===== src/rtl/edge_detection_stream.sv =====
// Streaming 3x3 binary edge detector over a raster-ordered pixel stream.
// Two line buffers and a 3x3 window hold the neighbourhood; output lags input
// by IMG_WIDTH+1 pixels, and the tail of each frame is flushed with zero padding.
module edge_detection_stream #(
    parameter int unsigned IMG_WIDTH  = 64,
    parameter int unsigned IMG_HEIGHT = 64,
    parameter int unsigned MODE       = 0
) (
    input  logic clk,
    input  logic rst,
    input  logic in_valid,
    input  logic in_pixel,
    output logic in_ready,
    output logic out_valid,
    output logic out_edge,
    output logic out_last,
    input  logic out_ready,
    output logic busy
);
    localparam int unsigned CW = $clog2(IMG_WIDTH);
    localparam int unsigned RW = $clog2(IMG_HEIGHT);
    localparam logic [CW-1:0] COL_LAST = CW'(IMG_WIDTH - 1);
    localparam logic [RW-1:0] ROW_LAST = RW'(IMG_HEIGHT - 1);

    typedef enum logic [1:0] {FILL, RUN, FLUSH} state_t;

    state_t          state_q, state_d;
    logic [CW-1:0]   icol_q, icol_d, ocol_q;
    logic [RW-1:0]   irow_q, irow_d, orow_q;
    logic            in_xfer, produce, shift_en, pix;
    logic [IMG_WIDTH-1:0] lb0, lb1;
    logic [2:0]      win_top, win_mid, win_bot;
    logic            top_ok, bot_ok, lft_ok, rgt_ok;
    logic            c_px, n_px, s_px, w_px, e_px, nw_px, ne_px, sw_px, se_px;
    logic [2:0]      cross_cnt;
    logic            edge_c;

    // Next-state, input handshake and input raster position
    always_comb begin
        state_d  = state_q;
        icol_d   = icol_q;
        irow_d   = irow_q;
        in_ready = 1'b0;
        produce  = 1'b0;
        if (!rst && state_q != FLUSH) begin
            in_ready = !out_valid || out_ready;
        end
        in_xfer = in_valid && in_ready;
        if (in_xfer) begin
            if (icol_q == COL_LAST) begin
                icol_d = '0;
                irow_d = (irow_q == ROW_LAST) ? '0 : irow_q + 1'b1;
            end else begin
                icol_d = icol_q + 1'b1;
            end
        end
        case (state_q)
            FILL: begin
                // Transfer at index IMG_WIDTH (row 1, col 0) completes the fill
                if (in_xfer && irow_q == RW'(1) && icol_q == '0) state_d = RUN;
            end
            RUN: begin
                produce = in_xfer;
                if (in_xfer && irow_q == ROW_LAST && icol_q == COL_LAST) state_d = FLUSH;
            end
            FLUSH: begin
                // Stop producing once the last output is loaded, until it leaves
                produce = (!out_valid || out_ready) && !(out_valid && out_last);
                if (out_valid && out_ready && out_last) state_d = FILL;
            end
            default: state_d = FILL;
        endcase
    end

    // State register
    always_ff @(posedge clk or posedge rst) begin
        if (rst) state_q <= FILL;
        else     state_q <= state_d;
    end

    // Raster counters, output register, boundary masks and busy flag
    always_ff @(posedge clk or posedge rst) begin
        if (rst) begin
            icol_q    <= '0;
            irow_q    <= '0;
            ocol_q    <= '0;
            orow_q    <= '0;
            out_valid <= 1'b0;
            out_last  <= 1'b0;
            top_ok    <= 1'b0;
            bot_ok    <= 1'b0;
            lft_ok    <= 1'b0;
            rgt_ok    <= 1'b0;
            busy      <= 1'b0;
        end else begin
            icol_q <= icol_d;
            irow_q <= irow_d;
            busy   <= (state_d != FILL) || (icol_d != '0) || (irow_d != '0);
            if (produce) begin
                out_valid <= 1'b1;
                out_last  <= (orow_q == ROW_LAST) && (ocol_q == COL_LAST);
                top_ok    <= (orow_q != '0);
                bot_ok    <= (orow_q != ROW_LAST);
                lft_ok    <= (ocol_q != '0);
                rgt_ok    <= (ocol_q != COL_LAST);
                if (ocol_q == COL_LAST) begin
                    ocol_q <= '0;
                    orow_q <= (orow_q == ROW_LAST) ? '0 : orow_q + 1'b1;
                end else begin
                    ocol_q <= ocol_q + 1'b1;
                end
            end else if (out_ready) begin
                out_valid <= 1'b0;
                out_last  <= 1'b0;
            end
        end
    end

    assign pix      = (state_q == FLUSH) ? 1'b0 : in_pixel;
    assign shift_en = in_xfer || ((state_q == FLUSH) && produce);

    // Line buffers and window; window centre is the pixel IMG_WIDTH+1 behind the newest
    always_ff @(posedge clk) begin
        if (shift_en) begin
            lb0     <= {lb0[IMG_WIDTH-2:0], pix};
            lb1     <= {lb1[IMG_WIDTH-2:0], lb0[IMG_WIDTH-1]};
            win_top <= {win_top[1:0], lb1[IMG_WIDTH-1]};
            win_mid <= {win_mid[1:0], lb0[IMG_WIDTH-1]};
            win_bot <= {win_bot[1:0], pix};
        end
    end

    // Edge rule on the masked neighbourhood of the presented pixel
    always_comb begin
        c_px  = win_mid[1];
        n_px  = win_top[1] & top_ok;
        s_px  = win_bot[1] & bot_ok;
        w_px  = win_mid[2] & lft_ok;
        e_px  = win_mid[0] & rgt_ok;
        nw_px = win_top[2] & top_ok & lft_ok;
        ne_px = win_top[0] & top_ok & rgt_ok;
        sw_px = win_bot[2] & bot_ok & lft_ok;
        se_px = win_bot[0] & bot_ok & rgt_ok;
        cross_cnt = 3'(n_px) + 3'(e_px) + 3'(s_px) + 3'(w_px);
        if (MODE == 0) begin
            edge_c = c_px && (cross_cnt == 3'd2) && !(nw_px || ne_px || sw_px || se_px);
        end else begin
            edge_c = c_px && (cross_cnt != 3'd4);
        end
    end

    // Window only moves when a new output is loaded, so this holds during stalls
    assign out_edge = out_valid && edge_c;

endmodule


===== config.mk =====
export PLATFORM = sky130hd
export DESIGN_NAME = edge_detection_stream
export DESIGN_NICKNAME = d
export VERILOG_FILES = /design/src/rtl/edge_detection_stream.sv
export SDC_FILE = /design/constraint.sdc
export NUM_CORES = 1
export LEC_CHECK = 0
export ABC_CLOCK_PERIOD_IN_PS = 15250
export CORE_MARGIN = 2
export CORE_UTILIZATION = 46
export DETAILED_ROUTE_END_ITERATION = 8
export HOLD_SLACK_MARGIN = 0.12
export SLEW_MARGIN = 20
export SYNTH_ARGS = -nofsm -noshare
export SYNTH_HDL_FRONTEND = slang
export SYNTH_SLANG_ARGS = --single-unit

===== constraint.sdc =====
create_clock -name clk -period 15.25 [get_ports clk]
set_clock_uncertainty 0.2 [all_clocks]
set_input_delay 1.525 -clock clk [delete_from_list [all_inputs] [get_ports clk]]
set_output_delay 1.525 -clock clk [all_outputs]
set_load 0.05 [all_outputs]

==> metrics list <==
- The flow ran to the end, and the final reports show no timing, DRC or antenna violations.
- Clock Path Buffers: 2
* Total number of vias: 2842
- Hold path startpoint: lb1[14]$_DFFE_PP_
- The synthesized design devotes to its leading area cell type 65.5% of total area.
- Site row count: 41
* Width of the die: between 100 and 150 microns
* CP endpoint kind: output pin
- Predominant post-synthesis flop cell: edfxtp_1
- Reg2reg setup slack: roughly 12 ns
- Global routing used a little over an eighth of the available tracks.
- Max Cap Violations: 0
- Final hold violations: 0
- At the worst endpoint, the arrival time is 3.17 ns.
- The synthesized design contains 164 register bits.
- Placer Congestion: 0.807
* Synth async-reset ratio: 20.1%
- Static Leak: 2.50 nW
- The tightest hold path in the finished design has a slack of 0.215 ns.
- The share of the Yosys chip area taken by registers is between 70% and 80%.
- edfxtp_1 takes more of the synthesized area than any other cell.
* Worst-case headroom to the max-slew limit: 42.0%
- Leaving out fill and tap cells, the most frequent cell in the layout is edfxtp_1.
- Clock-pin slew was measured on the worst setup and hold paths at about 0.060 ns.
- Filler Cells Inserted: 1040
- Capturing point of the worst reg2reg path: lb1[52]$_DFFE_PP_
- Synthesis instantiated 50 different standard cells from the library.
- Hold repair after CTS inserted 0 buffers.
- Estimated wirelength of the detail-placed design: 4760 microns
* Number of warnings printed during yosys synthesis: 0
* Resized cells post-CTS: 0
- I/O Pins: 10
- Dividing the detail-routed via count by the number of cells gives 5.08.
- From bottom edge to top edge, the die measures 118 microns.
* Inserted Clock Buffers: 17
- Pre-antenna DRT Iters: 4
- Fmax: 0.204 GHz
* Area inside the core boundary: between 10000 and 15000 sq um
* TritonCTS clock tree: done
- The first global-routing pass estimated 13900 microns of wire.
- The min-delay analysis places its worst path in the category register to register.
- Setup violations remaining at the end of the flow were counted as 0.
- Adding up every negative setup slack in the final design gives 0 ns.
- Area of the die: roughly 14000 sq um
* Filler-free cell count of the finished design: 560
- Pin count of the biggest net entering global routing: ~100
* Period Utilization, post-route: 32.1%
* Max-slew violation count: 0
* Req. time, crit path: 13.53 ns
- Cells on worst reg2reg path: 8
- After synthesis, the cell types taking the most area are edfxtp_1, dfrtp_1, ha_1, o21ai_0, nand2_1.
- The worst path in the final design needs a cycle of 4.89 ns, including I/O delays and setup.
* Largest fanout of any net on the critical path: 8
- The via count of the first global-routing pass was ~2.7k.
- The number of antenna diodes in the final layout is 0.
* Terminating pin of the worst hold path: lb1[15]$_DFFE_PP_
- Once layout is done, the placed cells without fillers occupy 6790 sq um.
- Post-CTS setup-driven buffer insertion count: 0
- Clk Latency, worst-skew pair: ~0.41 ns
- Wire per inst: 15.0 microns
- The initial utilization of the core area, before any placement, comes to 47.4%.
* Startpoint types: input port
- In this run the number of H-tree levels came out at 4.
- Worst Tran Pin Value: 0.870 ns
* Number of antenna violations at the first check in global routing: 0
- In the layout the commonest cells are edfxtp_1, dfrtp_1, o21ai_0, nand2_1.
- Number of placed instances with taps included: about 530
- Syn_nets: 374
- Violation count after the first detailed-route iteration: 278
- By startpoint and endpoint, the worst setup path is classified as input port to output pin.
* Total number of clock tree sinks: 164
- Synthesis handed over a netlist of about 350 instances.
* Fraction of layout cells with a size suffix above 1: 10.6%
* Syn_area_per_cell: 17.0 sq um
- Wire length after detailed routing: 8410 microns
- Dpl cell area: roughly 6300 sq um
* Synthesized area: ~6000 sq um
- Counting instances, the worst hold path has a depth of 0.
- Power per standard cell area: 144 nW/um^2
* DRC: 0
- Post-synthesis to final-layout area growth: 13.1%
- Layout Nets: ~400
- Residual antenna-violating net count after detailed routing: 0
* Peak supply drop: 0.0838 mV
* Input/output buffers: 9
* Reg2Reg Launch Point: state_q[0]$_DFF_PP0_
- After global routing the overflow that remains totals 0.
- Post-synth EDFFs: 131
- RSZ-0062 raised after global routing: no
- Final core occ: 53.6%
* CTS Root Cell: clkbuf_16
## power by group
part           switching, mW  internal, mW  leakage (nW)  total, mW
clock network          0.164         0.208         0.249      0.372
logic                 0.0286        0.0153         0.537     0.0439
registers             0.0221         0.541          1.72      0.563
total                  0.215         0.764          2.50      0.979
## how the worst max path moves through the flow
stage                     cells past startpoint  slack [ns]              endpoint          startpoint
after floorplan                               6        9.30  lb0[0]$_SDFFCE_PP0P_           out_ready
after global placement                        7       10.10     lb1[38]$_DFFE_PP_           out_ready
after detailed placement                      7        10.0     lb1[38]$_DFFE_PP_           out_ready
after CTS                                     9       10.32              out_edge  top_ok$_DFFE_PP0P_
after global routing                          9       10.22              out_edge  top_ok$_DFFE_PP0P_
final                                         4       10.36              in_ready           out_ready
## per-layer routing
metal / track usage, % / vias to the layer above / share of wire, %
met5: 0 / - / 0
met1: 18.8 / 1413 / 52
met4: 6.10 / 0 / 1.5
met2: 17.2 / 37 / 43
li1: - / 1382 / -
met3: 4.97 / 10 / 3.8
## synth_stat cells, types with 3 or more instances
library cell	instances
a21oi_1	7
a31oi_1	4
and2_1	4
and3_1	5
clkbuf_1	3
dfrtp_1	33
edfxtp_1	131
ha_1	14
inv_1	17
nand2_1	19
nand3_1	11
nand4_1	8
nor2_1	17
nor2b_1	3
nor3_1	3
nor4_1	5
o21ai_0	18
o31ai_1	5
xnor2_1	6
xor2_1	4
## area by class of cell
| type | count | area [sq um] | area share (%) |
|---|---|---|---|
| Clock buffer | 20 | 437 | 6.43 |
| Clock inverter | 12 | 82.6 | 1.22 |
| Inverter | 17 | 63.8 | 0.940 |
| Multi-Input combinational cell | 164 | 1120 | 16.6 |
| Sequential cell | 164 | 4760 | 70.1 |
| Tap cell | 172 | 215 | 3.17 |
| Timing Repair Buffer | 11 | 109 | 1.60 |
## worst max-delay path, cell delays in order
cell	delay, ns
clkdlybuf4s50_1	0.50
nand2b_2	0.20
and2_1	0.14
clkdlybuf4s50_1	0.80
## kinds of logic after synthesis
| family | count (synthesis) | share of synthesized area (%) |
|---|---|---|
| AOI/OAI and AO/OA | 51 | 6.02 |
| xor gates and xnor gates | 10 | 1.46 |
| adders and majority gates | 15 | 3.25 |
| buffers and inverters | 26 | 2.15 |
| DFF | 164 | 79.2 |
| muxes | 1 | 0.187 |
| and+or+nand+nor | 87 | 7.69 |
## per-stage QoR
step	power, mW	setup slack (ns)
2_1_floorplan	0.599	9.30
3_3_place_gp	0.613	10.10
3_5_place_dp	0.616	10.0
4_1_cts	0.994	10.32
5_1_grt	1.02	10.22
6_report	0.979	10.36
## registers in the layout, summed over array words and instances (netlist names), 2 cells and up
register / cells
irow_q: 6
win_top: 3
icol_q: 6
lb0: 64
orow_q: 6
lb1: 64
ocol_q: 6
state_q: 2
Note: power is estimated with default switching activity, not from simulation.
